`src/rtl/mem_wb_stage.sv`:
```
// Memory stage and MEM/WB register: async-read data RAM, sync write, forwarding tap, writeback port.
// Latency: loads and ALU results reach wb_data one cycle after the MEM stage; hold freezes and flush bubbles.
module mem_wb_stage #(
  parameter int DEPTH = 32,
  parameter int AW    = 5
) (
  input  logic       clk,
  input  logic       rst,
  input  logic       WBregwr,
  input  logic       WBregomem,
  input  logic       MEMwr,
  input  logic [7:0] ALUout,
  input  logic [7:0] constant,
  input  logic [2:0] writeREG,
  input  logic [7:0] readDATA2,
  input  logic       hold,
  input  logic       flush,
  output logic       wb_regwr,
  output logic [2:0] wb_reg,
  output logic [7:0] wb_data,
  output logic [7:0] wb_constant,
  output logic [7:0] mem_fwd_data,
  output logic [7:0] store_count
);

  logic [7:0]    mem_q [DEPTH];
  logic [AW-1:0] addr;
  logic [7:0]    rdata;
  logic          store_en;

  logic       wb_regwr_q, wb_regwr_d;
  logic [2:0] wb_reg_q, wb_reg_d;
  logic [7:0] wb_data_q, wb_data_d;
  logic [7:0] wb_constant_q, wb_constant_d;
  logic [7:0] store_count_q, store_count_d;

  // Upper address bits are dropped, so out-of-range addresses alias modulo DEPTH.
  assign addr         = ALUout[AW-1:0];
  assign rdata        = mem_q[addr];
  assign mem_fwd_data = WBregomem ? rdata : ALUout;
  assign store_en     = MEMwr && !hold;

  // Contents survive reset; an asserted reset only blocks the write at the edge.
  always_ff @(posedge clk or negedge rst) begin
    if (!rst) begin
    end else if (store_en) begin
      mem_q[addr] <= readDATA2;
    end
  end

  always_comb begin
    wb_regwr_d    = wb_regwr_q;
    wb_reg_d      = wb_reg_q;
    wb_data_d     = wb_data_q;
    wb_constant_d = wb_constant_q;
    store_count_d = store_count_q;
    if (!hold) begin
      // A flushed slot still commits its store; only the following writeback is killed.
      wb_regwr_d    = flush ? 1'b0 : WBregwr;
      wb_reg_d      = writeREG;
      wb_data_d     = mem_fwd_data;
      wb_constant_d = constant;
      if (MEMwr && store_count_q != 8'hFF) begin
        store_count_d = store_count_q + 8'd1;
      end
    end
  end

  always_ff @(posedge clk or negedge rst) begin
    if (!rst) begin
      wb_regwr_q    <= 1'b0;
      wb_reg_q      <= 3'd0;
      wb_data_q     <= 8'd0;
      wb_constant_q <= 8'd0;
      store_count_q <= 8'd0;
    end else begin
      wb_regwr_q    <= wb_regwr_d;
      wb_reg_q      <= wb_reg_d;
      wb_data_q     <= wb_data_d;
      wb_constant_q <= wb_constant_d;
      store_count_q <= store_count_d;
    end
  end

  assign wb_regwr    = wb_regwr_q;
  assign wb_reg      = wb_reg_q;
  assign wb_data     = wb_data_q;
  assign wb_constant = wb_constant_q;
  assign store_count = store_count_q;

endmodule
```
`config.mk`:
```
export PLATFORM = sky130hd
export DESIGN_NAME = mem_wb_stage
export DESIGN_NICKNAME = d
export VERILOG_FILES = /design/src/rtl/mem_wb_stage.sv
export SDC_FILE = /design/constraint.sdc
export NUM_CORES = 1
export LEC_CHECK = 0
export CORE_MARGIN = 2
export CORE_UTILIZATION = 50
export DETAILED_ROUTE_END_ITERATION = 7
export PLACE_DENSITY = 0.72
export SLEW_MARGIN = 20
export SYNTH_ARGS = -nofsm -noshare
export SYNTH_HDL_FRONTEND = slang
export SYNTH_SLANG_ARGS = --single-unit
```
`constraint.sdc`:
```
create_clock -name clk -period 1.85 [get_ports clk]
set_clock_uncertainty 0.2 [all_clocks]
set_input_delay 0.185 -clock clk [delete_from_list [all_inputs] [get_ports clk]]
set_output_delay 0.185 -clock clk [all_outputs]
set_load 0.02 [all_outputs]
```
== Word-level counts from Yosys, hierarchy flattened ==
Memories as Yosys holds them, arrays and structs flattened.
Cells that the tools add are included.
Word-level totals
  bits in registers: 28
  bits in writable memories: 256
  output and inout port bits: 36
  logic and storage cells: 18
  memories kept: 1
Cells by class
  add/sub/neg operators: 1
  equality and inequality tests: 1
  mux-type cells: 4
  bitwise operators: 1
  reduce and logical (&&, ||, !) cells: 5
Memory list
  mem_q: depth 32, bits a word 8, read ports 1, clocked after Yosys merged registers in 0, wr ports 1, RTL line 26  | logic [7:0] mem_q [DEPTH];
Operators by type and width (count)
  $add 8x1->8 const B: 1
  $mux 8: 1
  $ne 8x8->1 const B: 1
  $logic_and 1x1->1: 3
  $mux 1: 3
  $reduce_and 2->1: 1
  $logic_not 1->1: 1
  $not 1->1: 1

== Longest topological paths before layout ==
  depth in word-level cells: 5
  depth in mapped cells: 8

== Worst setup path before layout ==
No wires, ideal clock.
  path type: in2reg
  from: input port ALUout[1]
  to: memory mem_q[24][0], enable pin
  library setup time: 383 ps
  arrival: 1788 ps
  data required time: 1267 ps
  path slack: -521 ps
  cell stages on the path: 6
  path buffers: 4
  cells stage by stage: buf_6 -> buf_4 -> buf_2 -> or3_1 -> clkbuf_1 -> nor3_1
RTL lines
  from (decl): RTL line 12  | input logic [7:0] ALUout,
  to (decl): RTL line 26
Straight into the memory's write port.

== Worst setup path after layout ==
  from: memory mem_q[16][6]
  to: output port mem_fwd_data[6]
On the way
  word-level cells in the longest chain between the ends: 2
RTL lines
  $mem_v2 32x8
  $mux 8: RTL line 40  | assign mem_fwd_data = WBregomem ? rdata : ALUout;
  to (decl): RTL line 22  | output logic [7:0] mem_fwd_data,
No other way between the ends.

==> results.json <==
{
  "crit_type": "reg2out",
  "violations": "setup timing",
  "core_um2": 22500,
  "grt_remaining_overflow": 0,
  "syn-num-nets": 680,
  "cts.sinks": 284,
  "power_leakage_nw": 5.28,
  "power.density_nw_per_um2": 935,
  "h-tree-depth": 1,
  "slew_violations": 0,
  "crit_fanout": 2,
  "fin_cells": 1153,
  "clkPwrFrac_pct": 37.0,
  "swShare_pct": 22.5,
  "vdd_drop_max_mv": 0.765,
  "cts_tree": "yes",
  "drt-total-wl_um": 26900,
  "portBuffers": 69,
  "switchingPower_w": 0.00311,
  "fmax_mhz": 380,
  "required_ns": 1.46,
  "die_width_um": 155,
  "antenna_found_initial": 1,
  "synth_cell_types": 55,
  "muxShareOfSynthArea_pct": 13.3,
  "period_needed_ns": 2.63,
  "grt_pass1_vias": 6827,
  "syn2layout_area_growth_pct": 30.0,
  "synth_ff_type": "edfxtp_1",
  "startpoint_type": "flop",
  "p_seq_share_pct": 52.3,
  "dieArea_um2": 24000,
  "largest_reg_flops": 256,
  "clk_latency_ns": 0.53,
  "grt_use_total_pct": 22.9,
  "vias": 6641,
  "drc": 0,
  "comb_power_share_pct": 10.7,
  "num_rows": 55,
  "initial_utilization_pct": 50.6,
  "fin_tns_setup_ns": -6.59,
  "cts_root_buffer": "clkbuf_16",
  "cap_violations": 0,
  "synth-compound-area-share_pct": 4.18,
  "drt_first_pass_iters": 5,
  "grt_first_pass_wirelength_um": 40600,
  "first_iter_violations": 583,
  "period_share_pct": 142,
  "postSynth.asyncResetShare_pct": 9.86,
  "setup_viol": 16,
  "io_pins": 70,
  "status": "complete, but fails checks",
  "arrival_ns": 2.24,
  "p_int_w": 0.0107,
  "grt_setup_unrepaired": "true",
  "numCtsBuffers": 28,
  "hold_viol": 0,
  "synthAdderAreaFrac_pct": 0.110,
  "dp_hpwl_um": 18300,
  "ant_nets": 0,
  "worst_pin_slew_ns": 0.424,
  "slew-limit-headroom_pct": 71.4,
  "viasPerCell": 5.76,
  "grt_max_degree": 40,
  "die_h_um": 155,
  "yosysSeqAreaShare_pct": 73.7,
  "synth_edf_count": 256,
  "gp_congestion": 0.966,
  "synth_xor_area_share_pct": 0.539,
  "placedCellCount": 1097,
  "hp-class": "in2reg",
  "place_area_um2": 13500,
  "syn_area_um2": 11400,
  "wl_per_cell_um": 23.4,
  "synth_top_family_by_area": "multiplexers",
  "ys_ff_latch": 284,
  "top_register": "mem_q",
  "syn_area_per_cell_um2": 17.6,
  "end_kind": "output pin",
  "layout_setup_ws_ns": -0.779,
  "finalNetCount": 881,
  "yosys.area_share.simple_pct": 5.91,
  "cts_buffer_depth": 3,
  "syn_inst": 645,
  "cts.clk_slew.worst_paths_ns": 0.06,
  "ys_warn_count": 0,
  "final_area_um2": 14800,
  "drive_gt1_share_pct": 36.1
}
placed cells by master, fill, tap and decap left out, drive strengths merged, types with 7 or more instances in the layout:
| cell type | netlist | final |
|---|---|---|
| edfxtp | 256 | 256 |
| buf | 27 | 147 |
| mux2i | 77 | 77 |
| clkbuf | 9 | 41 |
| nor2 | 40 | 40 |
| o22ai | 36 | 36 |
| dlygate4sd2 | 0 | 30 |
| clkdlybuf4s50 | 0 | 28 |
| dfrtp | 28 | 28 |
| mux2 | 24 | 24 |
| mux4 | 21 | 21 |
| nand2 | 18 | 18 |
| clkinv | 1 | 11 |
| nor4 | 8 | 8 |
| nor3 | 8 | 8 |
| o21ai | 7 | 7 |
| and2 | 7 | 7 |
power by group through the flow:
| stage | sequential [W] | combinational [W] | clock, W |
|---|---|---|---|
| after global routing | 0.00725 | 0.00157 | 0.00547 |
| after CTS | 0.00723 | 0.00147 | 0.00520 |
| after global placement | 0.00736 | 0.00139 | 0 |
| after floorplan | 0.00749 | 0.000557 | 0 |
| after detailed placement | 0.00737 | 0.00142 | 0 |
| final | 0.00723 | 0.00148 | 0.00512 |
worst max-delay path, stage by stage, from the launching register on:
cell and delay [ns]:
edfxtp_1 0.37, mux4_2 0.49, and3b_1 0.21, a311oi_2 0.31
a31oi_4 0.17, buf_6 0.16
path summary, 6_finish.rpt:
kind | cells after the start | slack [ns] | to | startpoint
setup / recovery | 5 | -0.78 | mem_fwd_data[6] | mem_q[16][6]
hold / removal | 2 | 0.02 | wb_regwr | flush
setup reg to reg | 5 | -0.31 | wb_data[6] | mem_q[16][6]
hold reg to reg | 1 | 0.30 | wb_constant[0] | wb_constant[0]
max in group asynchronous | 4 | 0.73 | wb_constant[3] | rst
min in group asynchronous | 4 | 0.56 | store_count[6] | rst
cells in the mapped netlist (all sizes together), types with 3 or more instances:
master,n,share of area [%]
mux2,24,2.4
clkbuf,9,0.31
and2,7,0.41
edfxtp,256,68
o2111ai,3,0.23
a31o,4,0.31
or4b,3,0.26
buf,27,1.8
mux4,21,4.2
nor2,40,1.3
and3b,3,0.23
o21ai,7,0.31
nand3,4,0.18
nand2b,5,0.27
a31oi,3,0.16
dfrtp,28,6.2
or2,3,0.16
nor2b,3,0.16
nand4,4,0.22
mux2i,77,6.8
nor4,8,0.44
nand2,18,0.59
a211oi,3,0.20
nand4bb,4,0.40
a22oi,4,0.26
xor2,4,0.31
or3,3,0.16
o22ai,36,2.0
xnor2,3,0.23
nand4b,4,0.31
nor3,8,0.35
area by class of cell:
type                            instances  area (um2)
Clock buffer                           40         777
Sequential cell                       284        8390
Multi-Input combinational cell        323        3280
Timing Repair Buffer                  207        1930
Clock inverter                         11        51.3
Tap cell                              285         357
Inverter                                2        7.51
Antenna cell                            1        2.50
Fill cell                            1486        7710
layer usage:
| metal | GRT usage [%] | wire length (um) | up-vias |
|---|---|---|---|
| met3 | 4.57 | 2000 | 48 |
| met5 | 0 | 0 | - |
| met1 | 31.6 | 11100 | 3334 |
| met4 | 8.16 | 808 | 0 |
| li1 | - | - | 2985 |
| met2 | 36.8 | 13000 | 274 |
stage by stage:
| stage | total power [W] | utilization [%] | setup slack [ns] | hold WS, ns |
|---|---|---|---|---|
| 6_report | 0.0138 | 65.7 | -0.779 | 0.0186 |
| 5_1_grt | 0.0143 | 65.7 | -0.837 | 0.0444 |
| 4_1_cts | 0.0139 | 65.3 | -0.875 | 0.00763 |
| 3_5_place_dp | 0.00879 | 60.1 | -1.40 | 0.293 |
| 3_3_place_gp | 0.00874 | 60.1 | -1.26 | 0.271 |
| 2_1_floorplan | 0.00805 | - | -0.247 | -0.311 |
timing repair:
action / in CTS / in global routing
setup endpoints to repair: 136 / 24
buffers inserted: 9 / 3
hold buffers: 2 / 0
pin swaps: 26 / 23
gates resized for setup: 141 / 28
hold endpoints to repair: 28 / 0
gates cloned: 0 / 0
kinds of logic after synthesis:
| group | Yosys count |
|---|---|
| compound gates | 70 |
| xor+xnor | 7 |
| fa+ha+maj | 1 |
| buf+inv | 38 |
| flops | 284 |
| mux | 122 |
| simple gates | 123 |
Power figures use the tool's default switching activity.
